## src/rtl/audio_mixer_pkg.sv

```systemverilog
// Shared types and helpers for the audio mixer: FSM states, volume/pan layout
// and the output saturation function.
package audio_mixer_pkg;

    typedef enum logic [1:0] {
        S_IDLE  = 2'd0,
        S_ACCUM = 2'd1,
        S_CLIP  = 2'd2
    } state_t;

    localparam int VOL_W = 4;
    localparam int PAN_L = 0;
    localparam int PAN_R = 1;

    // Clamp a wide signed value into the range of an sw-bit signed sample.
    function automatic logic signed [63:0] saturate(input logic signed [63:0] v,
                                                    input int unsigned     sw);
        logic signed [63:0] hi;
        logic signed [63:0] lo;
        hi = (64'sd1 <<< (sw - 1)) - 64'sd1;
        lo = -(64'sd1 <<< (sw - 1));
        if (v > hi)
            saturate = hi;
        else if (v < lo)
            saturate = lo;
        else
            saturate = v;
    endfunction

endpackage

```

## src/rtl/sigma_delta_dac.sv

```systemverilog
// First-order sigma-delta modulator: the signed sample is shifted to offset
// binary and integrated; the carry out of the integrator is the bitstream.
module sigma_delta_dac #(
    parameter int SW = 16
) (
    input  logic          F14M,
    input  logic          RESET,
    input  logic [SW-1:0] din,
    output logic          dout
);

    logic [SW:0]   acc_q;
    logic [SW:0]   acc_d;
    logic [SW-1:0] u;

    always_comb begin
        u     = din ^ {1'b1, {(SW-1){1'b0}}};
        acc_d = {1'b0, acc_q[SW-1:0]} + {1'b0, u};
    end

    always_ff @(posedge F14M) begin
        if (RESET)
            acc_q <= '0;
        else
            acc_q <= acc_d;
    end

    assign dout = acc_q[SW];

endmodule

```

## src/rtl/audio_mixer_sd.sv

```systemverilog
// Multi-channel stereo mixer: one channel is multiply-accumulated per cycle,
// the sums are clipped to the sample range and fed to two sigma-delta DACs.
module audio_mixer_sd
    import audio_mixer_pkg::*;
#(
    parameter int NCH = 4,
    parameter int SW  = 16
) (
    input  logic                 F14M,
    input  logic                 RESET,
    input  logic                 sample_stb,
    input  logic [NCH*SW-1:0]    ch_data,
    input  logic [NCH*VOL_W-1:0] ch_vol,
    input  logic [NCH*2-1:0]     ch_pan,
    input  logic                 mute,
    output logic [SW-1:0]        mix_l,
    output logic [SW-1:0]        mix_r,
    output logic                 mix_valid,
    output logic                 overrun,
    output logic                 dac_l,
    output logic                 dac_r
);

    localparam int IW = (NCH > 1) ? $clog2(NCH) : 1;
    // Worst case |sample*15| summed over every channel still fits with a spare bit.
    localparam int AW = SW + VOL_W + $clog2(NCH) + 1;

    state_t                     state_q, state_d;
    logic [IW-1:0]              idx_q, idx_d;
    logic [NCH*SW-1:0]          data_q, data_d;
    logic [NCH*VOL_W-1:0]       vol_q, vol_d;
    logic [NCH*2-1:0]           pan_q, pan_d;
    logic signed [AW-1:0]       acc_l_q, acc_l_d;
    logic signed [AW-1:0]       acc_r_q, acc_r_d;
    logic [SW-1:0]              mix_l_q, mix_l_d;
    logic [SW-1:0]              mix_r_q, mix_r_d;
    logic                       valid_q, valid_d;
    logic                       ovr_q, ovr_d;
    logic [SW-1:0]              sd_din_l_q, sd_din_l_d;
    logic [SW-1:0]              sd_din_r_q, sd_din_r_d;

    logic signed [SW-1:0]       sel_smp;
    logic [VOL_W-1:0]           sel_vol;
    logic [1:0]                 sel_pan;
    logic signed [AW-1:0]       smp_ext;
    logic signed [AW-1:0]       vol_ext;
    logic signed [AW-1:0]       prod;
    logic [SW-1:0]              sat_l;
    logic [SW-1:0]              sat_r;

    always_comb begin
        sel_smp = data_q[int'(idx_q)*SW +: SW];
        sel_vol = vol_q[int'(idx_q)*VOL_W +: VOL_W];
        sel_pan = pan_q[int'(idx_q)*2 +: 2];
        smp_ext = AW'(sel_smp);
        vol_ext = AW'({1'b0, sel_vol});
        prod    = smp_ext * vol_ext;
        sat_l   = SW'(saturate(64'(acc_l_q >>> VOL_W), SW));
        sat_r   = SW'(saturate(64'(acc_r_q >>> VOL_W), SW));
    end

    always_comb begin
        state_d    = state_q;
        idx_d      = idx_q;
        data_d     = data_q;
        vol_d      = vol_q;
        pan_d      = pan_q;
        acc_l_d    = acc_l_q;
        acc_r_d    = acc_r_q;
        mix_l_d    = mix_l_q;
        mix_r_d    = mix_r_q;
        valid_d    = 1'b0;
        ovr_d      = ovr_q;
        sd_din_l_d = sd_din_l_q;
        sd_din_r_d = sd_din_r_q;

        case (state_q)
            S_IDLE: begin
                if (sample_stb) begin
                    data_d  = ch_data;
                    vol_d   = ch_vol;
                    pan_d   = ch_pan;
                    acc_l_d = '0;
                    acc_r_d = '0;
                    idx_d   = '0;
                    state_d = S_ACCUM;
                end
            end
            S_ACCUM: begin
                if (sel_pan[PAN_L])
                    acc_l_d = acc_l_q + prod;
                if (sel_pan[PAN_R])
                    acc_r_d = acc_r_q + prod;
                if (idx_q == IW'(NCH - 1)) begin
                    idx_d   = '0;
                    state_d = S_CLIP;
                end else begin
                    idx_d = idx_q + 1'b1;
                end
                if (sample_stb)
                    ovr_d = 1'b1;
            end
            S_CLIP: begin
                mix_l_d    = sat_l;
                mix_r_d    = sat_r;
                valid_d    = 1'b1;
                // Mute only silences the DACs; the mixed samples still publish.
                sd_din_l_d = mute ? '0 : sat_l;
                sd_din_r_d = mute ? '0 : sat_r;
                state_d    = S_IDLE;
                if (sample_stb)
                    ovr_d = 1'b1;
            end
            default: begin
                state_d = S_IDLE;
                idx_d   = '0;
            end
        endcase
    end

    always_ff @(posedge F14M) begin
        if (RESET) begin
            state_q    <= S_IDLE;
            idx_q      <= '0;
            data_q     <= '0;
            vol_q      <= '0;
            pan_q      <= '0;
            acc_l_q    <= '0;
            acc_r_q    <= '0;
            mix_l_q    <= '0;
            mix_r_q    <= '0;
            valid_q    <= 1'b0;
            ovr_q      <= 1'b0;
            sd_din_l_q <= '0;
            sd_din_r_q <= '0;
        end else begin
            state_q    <= state_d;
            idx_q      <= idx_d;
            data_q     <= data_d;
            vol_q      <= vol_d;
            pan_q      <= pan_d;
            acc_l_q    <= acc_l_d;
            acc_r_q    <= acc_r_d;
            mix_l_q    <= mix_l_d;
            mix_r_q    <= mix_r_d;
            valid_q    <= valid_d;
            ovr_q      <= ovr_d;
            sd_din_l_q <= sd_din_l_d;
            sd_din_r_q <= sd_din_r_d;
        end
    end

    sigma_delta_dac #(.SW(SW)) u_sd_l (
        .F14M  (F14M),
        .RESET (RESET),
        .din   (sd_din_l_q),
        .dout  (dac_l)
    );

    sigma_delta_dac #(.SW(SW)) u_sd_r (
        .F14M  (F14M),
        .RESET (RESET),
        .din   (sd_din_r_q),
        .dout  (dac_r)
    );

    assign mix_l     = mix_l_q;
    assign mix_r     = mix_r_q;
    assign mix_valid = valid_q;
    assign overrun   = ovr_q;

endmodule

```

## config.mk

```make
export PLATFORM = sky130hd
export DESIGN_NAME = audio_mixer_sd
export DESIGN_NICKNAME = d
export VERILOG_FILES = /design/src/rtl/audio_mixer_pkg.sv /design/src/rtl/sigma_delta_dac.sv /design/src/rtl/audio_mixer_sd.sv
export SDC_FILE = /design/constraint.sdc
export NUM_CORES = 1
export LEC_CHECK = 0
export ABC_CLOCK_PERIOD_IN_PS = 8260
export CAP_MARGIN = 20
export CELL_PAD_IN_SITES_DETAIL_PLACEMENT = 0
export CELL_PAD_IN_SITES_GLOBAL_PLACEMENT = 2
export CORE_MARGIN = 2
export CORE_UTILIZATION = 35
export CTS_CLUSTER_SIZE = 40
export DETAILED_ROUTE_END_ITERATION = 7
export PLACE_DENSITY_LB_ADDON = 0.1
export SETUP_SLACK_MARGIN = 0.15
export SYNTH_ARGS = -nofsm -noshare
export SYNTH_HDL_FRONTEND = slang
export SYNTH_SLANG_ARGS = --single-unit
```

## constraint.sdc

```tcl
create_clock -name F14M -period 8.26 [get_ports F14M]
set_clock_uncertainty 0.2 [all_clocks]
set_input_delay 1.652 -clock F14M [delete_from_list [all_inputs] [get_ports F14M]]
set_output_delay 1.652 -clock F14M [all_outputs]
set_load 0.02 [all_outputs]
```

* Yosys cells after proc, flatten, opt, wreduce, memory -nomap -nowiden
Index checks and enable logic that the tools add are counted.
** Operators by class
- $add $sub $neg :: 5
- $mul :: 1
- Order comparisons :: 4
- Eq/ne operators :: 7
- Shift operators :: 3
- Multiplexer cells :: 18
- Bitwise operators :: 3
- Reduce and logical (&&, ||, !) cells :: 9
** Operator list (number)
- two-way mux 16 bit :: 6
- one-hot mux 23 bit (2 select lines) :: 2
- two-way mux 23 bit :: 3
- variable part select 64 x 7 -> 16 bit :: 1
- adder 23 x 21 -> 23 bit :: 2
- > comparator 19 x 16 -> 1 bit, second input constant :: 2
- < comparator 19 x 16 -> 1 bit, second input constant :: 2
- adder 16 x 16 -> 17 bit :: 2
- multiplier 16 x 5 -> 21 bit :: 1
- variable part select 16 x 5 -> 4 bit :: 1
- two-way mux 2 bit :: 4
- inequality test 2 bit, second input constant :: 4
- AND reduction 2 bit :: 4
- variable part select 8 x 4 -> 2 bit :: 1
- one-hot mux 2 bit (3 select lines) :: 1
- AND reduction 3 bit :: 2
- == test 2 bit, second input constant :: 2
- one-hot mux 2 bit (2 select lines) :: 1
- NOT 1 bit :: 3
- adder 2 x 1 -> 2 bit, second input constant :: 1
- == test 2 x 1 -> 1 bit, second input constant :: 1
- zero test 2 bit :: 1
- nonzero test 2 bit :: 1
- OR reduction 2 bit :: 1
- two-way mux 1 bit :: 1
** Storage, ports and cells
- Register bits :: 238
- Input port bits :: 92
- Output and inout bits :: 36

* Longest topological paths before layout
- Word-level depth :: 5
- Depth in mapped cells :: 31
- Depth with buffers taken out :: 28

* Cells and area by module
Synthesis repeated with hierarchy kept, for this count alone.
** Second synthesis, totals
- Cell total of the unflattened synthesis :: 1760
- Area total of the unflattened synthesis :: 14385.0 µm²
** By module, submodules not included
- audio_mixer_sd :: instances 1, cells an instance 1483, area an instance 11961.5 µm², seq. area each 4083.9 µm²
- sigma_delta_dac (u_sd_r) :: instances 1, cells an instance 152, area an instance 1288.7 µm², seq. area each 340.3 µm²
- sigma_delta_dac (u_sd_l) :: instances 1, cells an instance 125, area an instance 1134.8 µm², seq. area each 340.3 µm²

* Worst setup path after synthesis
No wires, ideal clock.
- Path kind :: register to register
- Start :: register idx_q[0]
- End :: register acc_l_q[22]
- Library setup time :: 0.123 ns
- Arrival time :: 7.215 ns
- Data required time :: 7.937 ns
- Setup slack :: 0.722 ns
- Cell stages (with the launch flop) :: 31
- Period minus slack after synthesis :: 7.538 ns
- Cell sequence :: dfxtp_1 > buf_2 > buf_2 > buf_1 > mux4_2 > and2_1 > ha_1 > inv_1 > fa_1 > fa_1 > inv_1 > ha_1 > a21o_1 > a21oi_1 > o21ai_1 > a311oi_1 > nor2_1 > nor2_1 > o21bai_1 > xor2_1 > ha_1 > a21o_1 > a21oi_1 > nor2b_1 > or4_4 > o211a_1 > or4_4 > a31oi_4 > xor2_2 > a21oi_1 > o22ai_1
** Between the ends
- Word-level cells in the longest chain between the ends :: 5
- Elaborated cells between the ends (all ways) :: 9
- Classes of those cells :: 1 x add/sub; 1 x mul; 1 x eq/ne; 3 x shift; 2 x mux; 1 x reduce/logical
** Ends and longest elaborated chain
- start: declaration :: line audio_mixer_sd.sv:29 : logic [IW-1:0] idx_q, idx_d;
- start signal: assignment :: line audio_mixer_sd.sv:138 : idx_q <= idx_d;
- variable part select 64 x 7 -> 16 bit or variable part select 16 x 5 -> 4 bit (tied branches) :: line audio_mixer_sd.sv:52, audio_mixer_sd.sv:53
- multiplier 16 x 5 -> 21 bit :: line audio_mixer_sd.sv:57 : prod = smp_ext * vol_ext;
- adder 23 x 21 -> 23 bit :: line audio_mixer_sd.sv:91 : acc_l_d = acc_l_q + prod;
- two-way mux 23 bit :: line audio_mixer_sd.sv:90 : if (sel_pan[PAN_L])
- one-hot mux 23 bit (2 select lines) :: line audio_mixer_sd.sv:77 : case (state_q)
- end signal: assignment :: line audio_mixer_sd.sv:142 : acc_l_q <= acc_l_d;
- end: declaration :: line audio_mixer_sd.sv:33 : logic signed [AW-1:0] acc_l_q, acc_l_d;
Parallel ways exist; a longest one is shown, timed or not. The select of a mux whose other input is x is not followed.
A chain may end at the register's enable or synchronous reset.

* Worst setup path after layout
Same ends and word-level chain as after synthesis.

==> summary.txt <==
STA
  – RSZ-0062 raised after global routing: false
  – Final Hold Fails: 0
  – Final Worst Setup Slack: 0.899 ns
  – Least-Margin Pin Slew: 1.10 ns
  – Slew margin rel.: 27.0%
  – Highest Clock Rate: 136 MHz
  – Period Utilization, post-route: 89.1%
  – Final min period: 7.36 ns
  – Setup TNS: 0 ns
  – Slew Viols, Final: 0
  – Final setup viols: 0

Logic synthesis
  – Post-synth cell types: 66
  – Mapped Area: 14100 µm²
  – Synth Flop Type: dfxtp_1
  – FFs w/ async S/R, synth: 0%
  – Yosys top cell area share: 33.8%
  – Yosys warnings: 0
  – Synthesized Nets: 1960
  – Cells after Synth: 1711
  – Syn_area_per_cell: 8.23 µm²
  – Sequential-to-total area share from yosys stat: 33.8%
  – Post-synth EDFFs: 0
  – Dominant cell type by area after synthesis: dfxtp_1
  – Largest cells by area after synthesis: dfxtp_1 (34%), ha_1 (11%), a21oi_1 (7.8%), nand2_1 (7.1%), fa_1 (5.3%)
  – Yosys reg bits: 238

Place
  – Dpl ws: 0.857 ns
  – HPWL Detailed: 26900 µm
  – Routability cong.: 0.786
  – Placed Area: 15800 µm²
  – Port bufs: 127

Clock tree
  – Clk_lat worst skew: 0.56 ns
  – Clock transition at the registers of the reported paths: 0.06 ns
  – CTS tree: done
  – CTS H-tree depth: 1
  – Clk buf depth: 3
  – Post-CTS setup buffer count: 0
  – Root Buffer: clkbuf_16
  – CTS Hold Bufs: 0
  – CTS Sinks: 238
  – CTS buffer count: 29
  – Post_cts resized: 0

Route
  – DR iter-0 viols: 427
  – WL met2: 16600 µm
  – DRT Pass-1 Iters: 5
  – Drt drc: 0
  – DR WL met3: 1040 µm
  – Wirelength, routed: 36200 µm
  – DR vias: 11500
  – Vias per inst: 4.90
  – Final ANT Viol Nets: 0
  – Max layer used: met4
  – Met1 Wirelength: 17900 µm
  – Avg WL per Cell: 15.4 µm

Worst setup path
  – Critical path class: register to register
  – Slowest cell delay on critical path: 0.58 ns
  – Startpoint types: register
  – Worst-path maximum fanout: 12
  – Critical path required time: 8.55 ns
  – WP data arrival: 7.65 ns
  – CP Capture Type: register
  – CP most frequent cell: ha_1
  – Highest-delay cell along the critical path: mux4_2

Floorplanning
  – Die X: 205 µm
  – Die Span Y: 205 µm
  – Die area: 41800 µm²
  – Starting density of the core: 35.4%
  – Core Area: 39700 µm²
  – Ports: 128
  – # rows: 73

GRT
  – Gr usage total: 17.4%
  – Largest net degree at the start of global routing: 101
  – Grt total ovfl: 0
  – Vias in the first global route: 11500
  – Number of antenna violations at the first check in global routing: 0
  – First-pass GRT wire length: 59500 µm

Outcome
  – Status: completed

Final layout
  – Final core occ: 42.1%
  – Number of diodes: 0
  – Final Instance Area: 16700 µm²
  – Fin nets: 2054
  – Share of cells above drive strength 1: 5.37%
  – Area Overhead vs Synth: 18.7%

Power and ir drop
  – Maximum vdd drop: 0.000158 V
  – Final Power: 2.71 mW
  – Static Leakage: 7.12 nW
  – PD cells: 162 nW/µm²

Job
  – Max_cap viols: 0

Worst hold path
  – Worst Hold Class: register to register
## metrics by stage
step	hold WS, ns	instances
2_1_floorplan	0.233	1711
3_3_place_gp	0.240	2298
3_5_place_dp	0.247	2298
4_1_cts	0.255	2349
5_1_grt	0.268	2350
6_report	0.250	2350
## logic make-up (layout without fill, tap and decap cells)
group	after synthesis	in the layout	share of synthesized area, %
AND/OR/NAND/NOR	607	607	19.0
AO/OA/AOI/OAI	427	427	17.8
multiplexers	24	24	3.66
adder cells (fa/ha/maj)	157	157	15.9
flip-flops	238	238	33.8
buffers and inverters	186	300	5.08
XOR/XNOR	72	72	4.72
## per-layer routing
| metal | vias to the layer above | global-route usage (%) |
|---|---|---|
| met5 | - | 0 |
| met4 | 0 | 3.57 |
| met3 | 37 | 2.37 |
| met2 | 149 | 29.4 |
| met1 | 5310 | 23.8 |
| li1 | 6018 | - |
## state kept, by name, summed over array words and instances (netlist names)
signal and cells:
data_q 64, acc_l_q 23, acc_r_q 23, u_sd_l.acc_q 17, u_sd_r.acc_q 17, mix_l 16
mix_r 16, sd_din_l_q 16, sd_din_r_q 16, vol_q 16, pan_q 8, idx_q 2
state_q 2, mix_valid 1, overrun 1
## critical path, delay by kind of cell (launching register included)
family | cells | cell delay, ns
muxes | 1 | 0.58
AOI/OAI and AO/OA | 8 | 1.56
adders and majority gates | 5 | 2.05
and+or+nand+nor | 7 | 1.63
DFF | 1 | 0.47
xor gates and xnor gates | 2 | 0.38
buffers and inverters | 3 | 0.41
## layout by cell type (no fill, tap or decap), types with 18 or more instances in the layout
master,instances
a31oi_1,27
o21ai_0,68
nor3_1,28
nand2_1,266
xnor2_1,38
clkbuf_16,29
a21o_1,23
dfxtp_1,237
nor2_1,168
nand3_1,22
nand2b_1,18
inv_1,108
clkdlybuf4s50_1,126
mux4_2,22
and2_1,52
xor2_1,31
fa_1,37
ha_1,120
a21oi_1,218
## cell type report
class / count / area, µm²
Fill cell: 4116 / 23000
Multi-Input combinational cell: 1287 / 8600
Sequential cell: 238 / 4770
Timing Repair Buffer: 140 / 1380
Clock buffer: 42 / 845
Tap cell: 525 / 657
Inverter: 109 / 409
Clock inverter: 9 / 52.6
## power breakdown
group	switching, mW	leakage [nW]	internal [mW]
logic	0.176	4.74	0.128
clock network	0.503	0.451	0.704
registers	0.0176	1.93	1.18
total	0.697	7.12	2.01
## synthesized netlist by cell type (28+ instances only)
library cell,instances
and2_1,53
nand2_1,267
xor2_1,31
fa_1,37
nor2_1,168
clkbuf_1,63
ha_1,120
o21ai_0,68
a21oi_1,218
nor3_1,28
dfxtp_1,238
xnor2_1,38
inv_1,109
## path summary, 6_finish.rpt
check / start / to / slack (ns) / cells past startpoint
setup reg to reg: idx_q[0] / acc_l_q[22] / 0.90 / 26
hold reg to reg: vol_q[1] / vol_q[1] / 0.25 / 2
hold / removal: vol_q[1] / vol_q[1] / 0.25 / 2
setup / recovery: idx_q[0] / acc_l_q[22] / 0.90 / 26
No activity file was read; power rests on OpenSTA's default activity.
